[config.mk]
export PLATFORM = sky130hd
export DESIGN_NAME = uart_transmitter
export DESIGN_NICKNAME = d
export VERILOG_FILES = /design/src/rtl/uart_pkg.sv /design/src/rtl/uart_transmitter.sv
export SDC_FILE = /design/constraint.sdc
export NUM_CORES = 1
export LEC_CHECK = 0
export CAP_MARGIN = 0
export CORE_MARGIN = 2
export CORE_UTILIZATION = 47
export DETAILED_ROUTE_END_ITERATION = 7
export PLACE_DENSITY = 0.72
export SYNTH_ARGS = -nofsm -noshare
export SYNTH_HDL_FRONTEND = slang
export SYNTH_SLANG_ARGS = --single-unit
[constraint.sdc]
create_clock -name clk -period 1.7 [get_ports clk]
set_clock_uncertainty 0.2 [all_clocks]
set_input_delay 0.34 -clock clk [delete_from_list [all_inputs] [get_ports clk]]
set_output_delay 0.34 -clock clk [all_outputs]
set_load 0.02 [all_outputs]
[src/rtl/uart_pkg.sv]
// Shared UART definitions.
// Holds the transmitter FSM state type, the line-level constants and a parity
// helper. The transmitter imports it; the receiver uses the same line levels.
package uart_pkg;

  // Transmitter frame sequencer states. Codes 5..7 are unused and are treated
  // as illegal by the FSM, which recovers to IDLE.
  typedef enum logic [2:0] {
    IDLE   = 3'd0,
    START  = 3'd1,
    DATA   = 3'd2,
    PARITY = 3'd3,
    STOP   = 3'd4
  } tx_state_t;

  // Line levels: the line idles (and stops) high; a start bit pulls it low.
  localparam logic UART_IDLE_LVL  = 1'b1;
  localparam logic UART_START_LVL = 1'b0;

  // Widest supported data field; narrower frames zero-extend to this width.
  localparam int unsigned UART_MAX_DATA_BITS = 8;

  // Parity bit for a zero-extended data word. Even parity is the XOR of all
  // data bits; odd parity is its inverse. Zero padding does not affect it.
  function automatic logic uart_parity(input logic [UART_MAX_DATA_BITS-1:0] data,
                                       input logic                          odd);
    return (^data) ^ odd;
  endfunction

endpackage

[src/rtl/uart_transmitter.sv]
// UART transmitter.
// Serialises one word per frame: start bit, DATA_BITS data bits LSB first, an
// optional parity bit, then STOP_BITS stop bits. Bit timing comes entirely from
// the external baud_tick strobe. A one-entry holding register sits in front of
// the shift register so a following word can be accepted while a frame is on
// the line, giving back-to-back frames with no idle bit between them.
//
// Ports:
//   clk        system clock
//   rst        asynchronous active-low reset
//   baud_tick  one-clk strobe per bit period; FSM only moves on these edges
//   tx_valid   producer offers tx_data
//   tx_data    word to send (DATA_BITS wide)
//   tx_ready   holding register empty; word taken on tx_valid & tx_ready
//   tx_serial  registered serial line, idle high
//   tx_busy    FSM is not in IDLE
//   tx_done    one-clk pulse at the end of the last stop bit
module uart_transmitter
  import uart_pkg::*;
#(
  parameter int unsigned DATA_BITS  = 8,  // 5..8
  parameter int unsigned PARITY_EN  = 0,  // 1 = parity bit after the data
  parameter int unsigned PARITY_ODD = 0,  // 1 = odd, 0 = even
  parameter int unsigned STOP_BITS  = 1   // 1 or 2
) (
  input  logic                 clk,
  input  logic                 rst,
  input  logic                 baud_tick,
  input  logic                 tx_valid,
  input  logic [DATA_BITS-1:0] tx_data,
  output logic                 tx_ready,
  output logic                 tx_serial,
  output logic                 tx_busy,
  output logic                 tx_done
);

  localparam int unsigned IDX_W = $clog2(DATA_BITS);
  localparam logic [IDX_W-1:0] LAST_IDX  = IDX_W'(DATA_BITS - 1);
  localparam logic             LAST_STOP = 1'(STOP_BITS - 1);
  localparam logic             USE_PARITY = (PARITY_EN != 0);
  localparam logic             ODD_PARITY = (PARITY_ODD != 0);

  // Sequencer state.
  tx_state_t            state_q, state_d;
  logic [DATA_BITS-1:0] shift_q, shift_d;
  logic [IDX_W-1:0]     bit_idx_q, bit_idx_d;
  logic                 stop_cnt_q, stop_cnt_d;
  logic                 parity_q, parity_d;
  logic                 tx_serial_q, tx_serial_d;
  logic                 tx_done_q, tx_done_d;

  // Holding register.
  logic [DATA_BITS-1:0] hold_q, hold_d;
  logic                 hold_full_q, hold_full_d;

  logic                          accept;
  logic                          consume;
  logic [UART_MAX_DATA_BITS-1:0] hold_ext;

  assign accept = tx_valid & ~hold_full_q;

  // Zero-extend the held word so the parity helper sees a fixed width.
  always_comb begin
    hold_ext                = '0;
    hold_ext[DATA_BITS-1:0] = hold_q;
  end

  // ---------------------------------------------------------------------------
  // Frame sequencer: next state and line value
  // ---------------------------------------------------------------------------
  always_comb begin
    state_d     = state_q;
    shift_d     = shift_q;
    bit_idx_d   = bit_idx_q;
    stop_cnt_d  = stop_cnt_q;
    parity_d    = parity_q;
    tx_serial_d = tx_serial_q;
    tx_done_d   = 1'b0;
    consume     = 1'b0;

    case (state_q)
      IDLE: begin
        if (baud_tick && hold_full_q) begin
          state_d     = START;
          tx_serial_d = UART_START_LVL;
          consume     = 1'b1;
        end
      end

      START: begin
        if (baud_tick) begin
          state_d     = DATA;
          tx_serial_d = shift_q[0];
          bit_idx_d   = '0;
        end
      end

      DATA: begin
        if (baud_tick) begin
          if (bit_idx_q == LAST_IDX) begin
            if (USE_PARITY) begin
              state_d     = PARITY;
              tx_serial_d = parity_q;
            end else begin
              state_d     = STOP;
              tx_serial_d = UART_IDLE_LVL;
              stop_cnt_d  = 1'b0;
            end
          end else begin
            // shift_q[0] is on the line now; bit 1 becomes the next bit out.
            shift_d     = shift_q >> 1;
            tx_serial_d = shift_q[1];
            bit_idx_d   = bit_idx_q + 1'b1;
          end
        end
      end

      PARITY: begin
        if (baud_tick) begin
          state_d     = STOP;
          tx_serial_d = UART_IDLE_LVL;
          stop_cnt_d  = 1'b0;
        end
      end

      STOP: begin
        if (baud_tick) begin
          if (stop_cnt_q == LAST_STOP) begin
            tx_done_d = 1'b1;
            if (hold_full_q) begin
              // Next word is waiting: go straight to its start bit.
              state_d     = START;
              tx_serial_d = UART_START_LVL;
              consume     = 1'b1;
            end else begin
              state_d     = IDLE;
              tx_serial_d = UART_IDLE_LVL;
            end
          end else begin
            stop_cnt_d = stop_cnt_q + 1'b1;
          end
        end
      end

      default: begin
        // Unused encodings recover immediately, tick or not.
        state_d     = IDLE;
        tx_serial_d = UART_IDLE_LVL;
      end
    endcase

    // Moving the held word into the shift register also fixes its parity.
    if (consume) begin
      shift_d  = hold_q;
      parity_d = uart_parity(hold_ext, ODD_PARITY);
    end
  end

  // ---------------------------------------------------------------------------
  // Holding register: accept and consume never coincide because accept needs
  // the register empty and consume needs it full.
  // ---------------------------------------------------------------------------
  always_comb begin
    hold_d      = hold_q;
    hold_full_d = hold_full_q;
    if (consume) begin
      hold_full_d = 1'b0;
    end else if (accept) begin
      hold_d      = tx_data;
      hold_full_d = 1'b1;
    end
  end

  // ---------------------------------------------------------------------------
  // State registers
  // ---------------------------------------------------------------------------
  always_ff @(posedge clk or negedge rst) begin
    if (!rst) begin
      state_q     <= IDLE;
      shift_q     <= '0;
      bit_idx_q   <= '0;
      stop_cnt_q  <= 1'b0;
      parity_q    <= 1'b0;
      tx_serial_q <= UART_IDLE_LVL;
      tx_done_q   <= 1'b0;
      hold_q      <= '0;
      hold_full_q <= 1'b0;
    end else begin
      state_q     <= state_d;
      shift_q     <= shift_d;
      bit_idx_q   <= bit_idx_d;
      stop_cnt_q  <= stop_cnt_d;
      parity_q    <= parity_d;
      tx_serial_q <= tx_serial_d;
      tx_done_q   <= tx_done_d;
      hold_q      <= hold_d;
      hold_full_q <= hold_full_d;
    end
  end

  // ---------------------------------------------------------------------------
  // Outputs
  // ---------------------------------------------------------------------------
  assign tx_ready  = ~hold_full_q;
  assign tx_serial = tx_serial_q;
  assign tx_busy   = (state_q != IDLE);
  assign tx_done   = tx_done_q;

endmodule

Word-level counts from Yosys, hierarchy flattened --
Cells that the tools add are included.
Cells by class: eq/ne operators 14, shift-type cells 0, add/sub/neg operators 2, mux-type cells 42, multipliers 0, divide/modulo/power cells 0, $lt $le $gt $ge 0, bitwise logic cells 3, reductions and logical operators 14
Operators with widths (count):
- two-way mux 8 bit | 4
- two-way mux 3 bit | 10
- two-way mux 1 bit | 23
- != test 2 bit, second input constant | 9
- case mux 3 bit (5 select lines) | 1
- nonzero test 2 bit | 4
- AND reduction 7 bit | 1
- equality test 3 x 2 -> 1 bit, second input constant | 2
- equality test 3 bit, second input constant | 2
- case mux 3 bit (2 select lines) | 1
- AND reduction 6 bit | 1
- nonzero test 3 bit | 2
- case mux 1 bit (5 select lines) | 1
- AND reduction 5 bit | 1
- AND reduction 4 bit | 1
- adder 3 x 1 -> 3 bit, second input constant | 1
- equality test 3 x 1 -> 1 bit, second input constant | 1
- logical NOT 3 bit | 1
- case mux 1 bit (3 select lines) | 1
- AND reduction 3 bit | 1
- NOT 1 bit | 2
- case mux 1 bit (2 select lines) | 1
- AND reduction 2 bit | 1
- adder 1 bit, second input constant | 1
- 2 further kinds | 2
Storage, ports and cells: output and inout port bits 4, input bits 12, register bits after elaboration 26, memories kept 0, memory bits (writable) 0, logic and storage cells 83, bits in read-only memories 0, bits in latches 0

Logic depth before layout (Yosys ltp) --
depth after elaboration 6, mapped depth 6, gate-level depth less buffers 5

Least setup slack after synthesis --
OpenSTA, ideal clock, no wires.
path type reg-to-reg, start point register bit_idx_q[0], end point register shift_q[1], cell stages (with the launch flop) 7, data required time 1.374 ns, library setup time 0.126 ns, path slack 0.016 ns, clock period less this slack 1.684 ns, data arrival time 1.358 ns, buffers on the path 1, cells stage by stage dfrtp_1 > ha_1 > ha_1 > inv_2 > and3_4 > buf_6 > a221o_1
On the way: cells in the longest elaborated chain, start to end 3
Ends and longest elaborated chain:
- from (decl) | line uart_transmitter.sv:46 | logic [IDX_W-1:0] bit_idx_q, bit_idx_d;
- from (signal assigned) | line uart_transmitter.sv:191 | bit_idx_q <= bit_idx_d;
- equality test 3 bit | line uart_transmitter.sv:100 | if (bit_idx_q == LAST_IDX) begin
- != test 2 bit (no source line)
- AND reduction 3 bit (no source line)
- to (signal assigned) | line uart_transmitter.sv:190 | shift_q <= shift_d;
- to (decl) | line uart_transmitter.sv:45 | logic [DATA_BITS-1:0] shift_q, shift_d;
Every way passes these cells. A chain may end at the register's enable or synchronous reset.

Worst setup path after layout --
start point register state_q[2], end point output port tx_busy
On the way: cells in the longest elaborated chain, start to end 1
Ends and longest elaborated chain:
- from (decl) | line uart_transmitter.sv:44 | tx_state_t state_q, state_d;
- from (signal assigned) | line uart_transmitter.sv:189 | state_q <= state_d;
- nonzero test 3 bit | line uart_transmitter.sv:206 | assign tx_busy = (state_q != IDLE);
- to (decl) | line uart_transmitter.sv:33 | output logic tx_busy,
Every way passes these cells.

==> run metrics <==
Setup WS post-layout=-69.6 ps; Tcrit/Tclk final=104%; critical path capture point type=output port; DRC viols=0; GRT Total Usage=16.7%; Final Util=64.2%; # nets final=between 150 and 200; yosys warns=0; via count=967; Port Buffers=15; worst-margin pin slew=310 ps; clock latency on the worst-skew pair=320 ps; CTS tree=built; Root Driver=clkbuf_4; worst vdd ir=around 0.9 mV; achievable clock frequency=565 MHz; Die Ht=~55 um; Seq/Total Area, Yosys=50.8%; share of layout cells above drive strength 1=31.9%; hpwl dp=~1700 um; maximum buffer depth of the clock tree=2; Std-Cell Rows=18; total power=2510 uW; CTS Sinks=25; register area=627 um^2; DRT iter0 DRCs=23; post-layout min period=1770 ps; synthesized flop and latch total=25; drt pass-1 iters=5; Netlist Area Pre-Place=0.00123 mm^2; hold bufs inserted after CTS=0; Synth area leaders=dfrtp_1 49%, mux2_2 6.4%, nand2_1 5.5%; kind of critical path=reg2out; GRT overflow=0; total power per unit cell area=1580 mW/mm^2; RSZ-0062 raised after global routing=yes; H-Tree Level Count=1; CTS Buf Count=3; die width=55.2 um; maximum fanout along the worst path=2; Post-synth ARST share=100%; DR WL/cell=about 13 um; # diodes=0; status=complete, but fails checks; Leak=0.000709 uW; Worst slew margin=79.3%; vias in the first global route=about 990; required time of the critical path=between 1000 and 1500 ps; largest net degree at the start of global routing=26; area of the multi-input gates=549 um^2; WHS=173 ps; die area=0.00305 mm^2; crit path DAT=1230 ps; Worst setup SP type=flip-flop; failing checks=negative setup slack; cell depth of the worst flop-to-flop path=5; mean post-synth cell area=10.9 um^2; clock-pin slew on the worst setup and hold paths=130 ps; Setup Viol. Count Final=1; number of synthesized flops with an enable pin=0; max cap viols=0; I/O Pins=16; top cell type's share of synthesized area=roughly half; drt total wl=2330 um; Vias/cell=5.56; pre-CTS setup slack=-198 ps; Antenna Nets Post-Route=0; most frequent cell after synthesis=dfrtp_1; Post-synth top flop=dfrtp_1; initial core utilization=between 40 and 50%; Hold Crit Class=in2async; Fillers=~220; area delta synth->final=28.9%; core area=approximately 0.0025 mm^2; first-pass GRT wire length=between 4000 and 5000 um; Synth cell types=35; Final Wtd Congestion=~0.75; Max Transition Viols Final=0; Post-synth top cells=24 x dfrtp_1, 18 x nand2_1, 7 x mux2_2; Final Hold Vio Count=0; leading area contributor after synthesis=dfrtp_1; initial antenna violation count=0; Mapped Cells=roughly 110; syn nets=127
## worst max-delay path, stage by stage, from the launching register on
cell,delay (ps)
dfrtp_1,400
or3_4,380
buf_6,140
## flip-flops by register name, summed over array words and instances (netlist names)
register and count:
bit_idx_q 3, hold_ext 8, hold_full_q 1, shift_q 8, state_q 3, tx_done 1, tx_serial 1
## layout make-up
cell class | instances | area share, %
Clock buffer | 4 | 1.65
Inverter | 7 | 1.65
Tap cell | 30 | 2.36
Timing Repair Buffer | 36 | 20.4
Multi-Input combinational cell | 72 | 34.5
Sequential cell | 25 | 39.4
## routing by layer
metal | share of wire, % | up-vias | track usage [%]
met2 | 51 | 28 | 29.3
met5 | 0 | - | 0
li1 | - | 461 | -
met1 | 42 | 472 | 20.3
met3 | 4.1 | 6 | 2.11
met4 | 2.5 | 0 | 8.01
## timing repair
| action | 4_1_cts | 5_1_grt |
|---|---|---|
| cloned | 0 | 0 |
| setup endpoints to repair | 8 | 12 |
| buffers inserted | 1 | 3 |
| pin swaps | 2 | 3 |
| resized for setup | 11 | 10 |
## cells in the final DEF, fill, tap and decap left out, types with 2 or more instances in the layout
cell type	count
dfrtp_1	24
a311oi_1	2
clkbuf_4	3
clkdlybuf4s50_1	11
nor2_1	3
nor2b_1	4
o22ai_1	2
mux2i_1	2
o21ai_0	2
nand2_1	18
o211ai_1	6
nand4_1	6
mux2_2	7
buf_4	18
inv_1	6
buf_6	3
## metrics by stage
step	setup TNS, ps	cell area [um^2]	std cells
6_report	-69.6	1590	174
4_1_cts	-187	1540	171
3_5_place_dp	-2230	1500	166
5_1_grt	-119	1590	174
2_1_floorplan	0	1230	113
3_3_place_gp	-2020	1500	166
## power by group
part / internal, uW / total (uW) / leakage (uW) / switching (uW)
clock network: 91.9 / 261 / 0.0000150 / 169
registers: 859 / 999 / 0.000310 / 140
logic: 685 / 1250 / 0.000385 / 566
total: 1640 / 2510 / 0.000709 / 874
## worst paths after layout
kind | start | endpoint | slack [ps]
worst max-delay path | state_q[2] | tx_busy | -70
min in group clk | tx_serial | tx_serial | 300
worst min-delay path | rst | state_q[0] | 170
worst min register to register | tx_serial | tx_serial | 300
max in group asynchronous | rst | tx_serial | 840
worst max register to register | bit_idx_q[0] | bit_idx_q[0] | 70
## kinds of logic (layout without fill, tap and decap cells)
group           count (synthesis)  after routing  synth area share (%)
mux                            11             11                  9.84
buf+inv                        16             47                  7.00
fa+ha+maj                       2              2                  2.03
simple gates                   41             41                  19.3
compound gates                 18             18                  11.1
flops                          25             25                  50.8
Note: power is estimated with default switching activity, not from simulation.
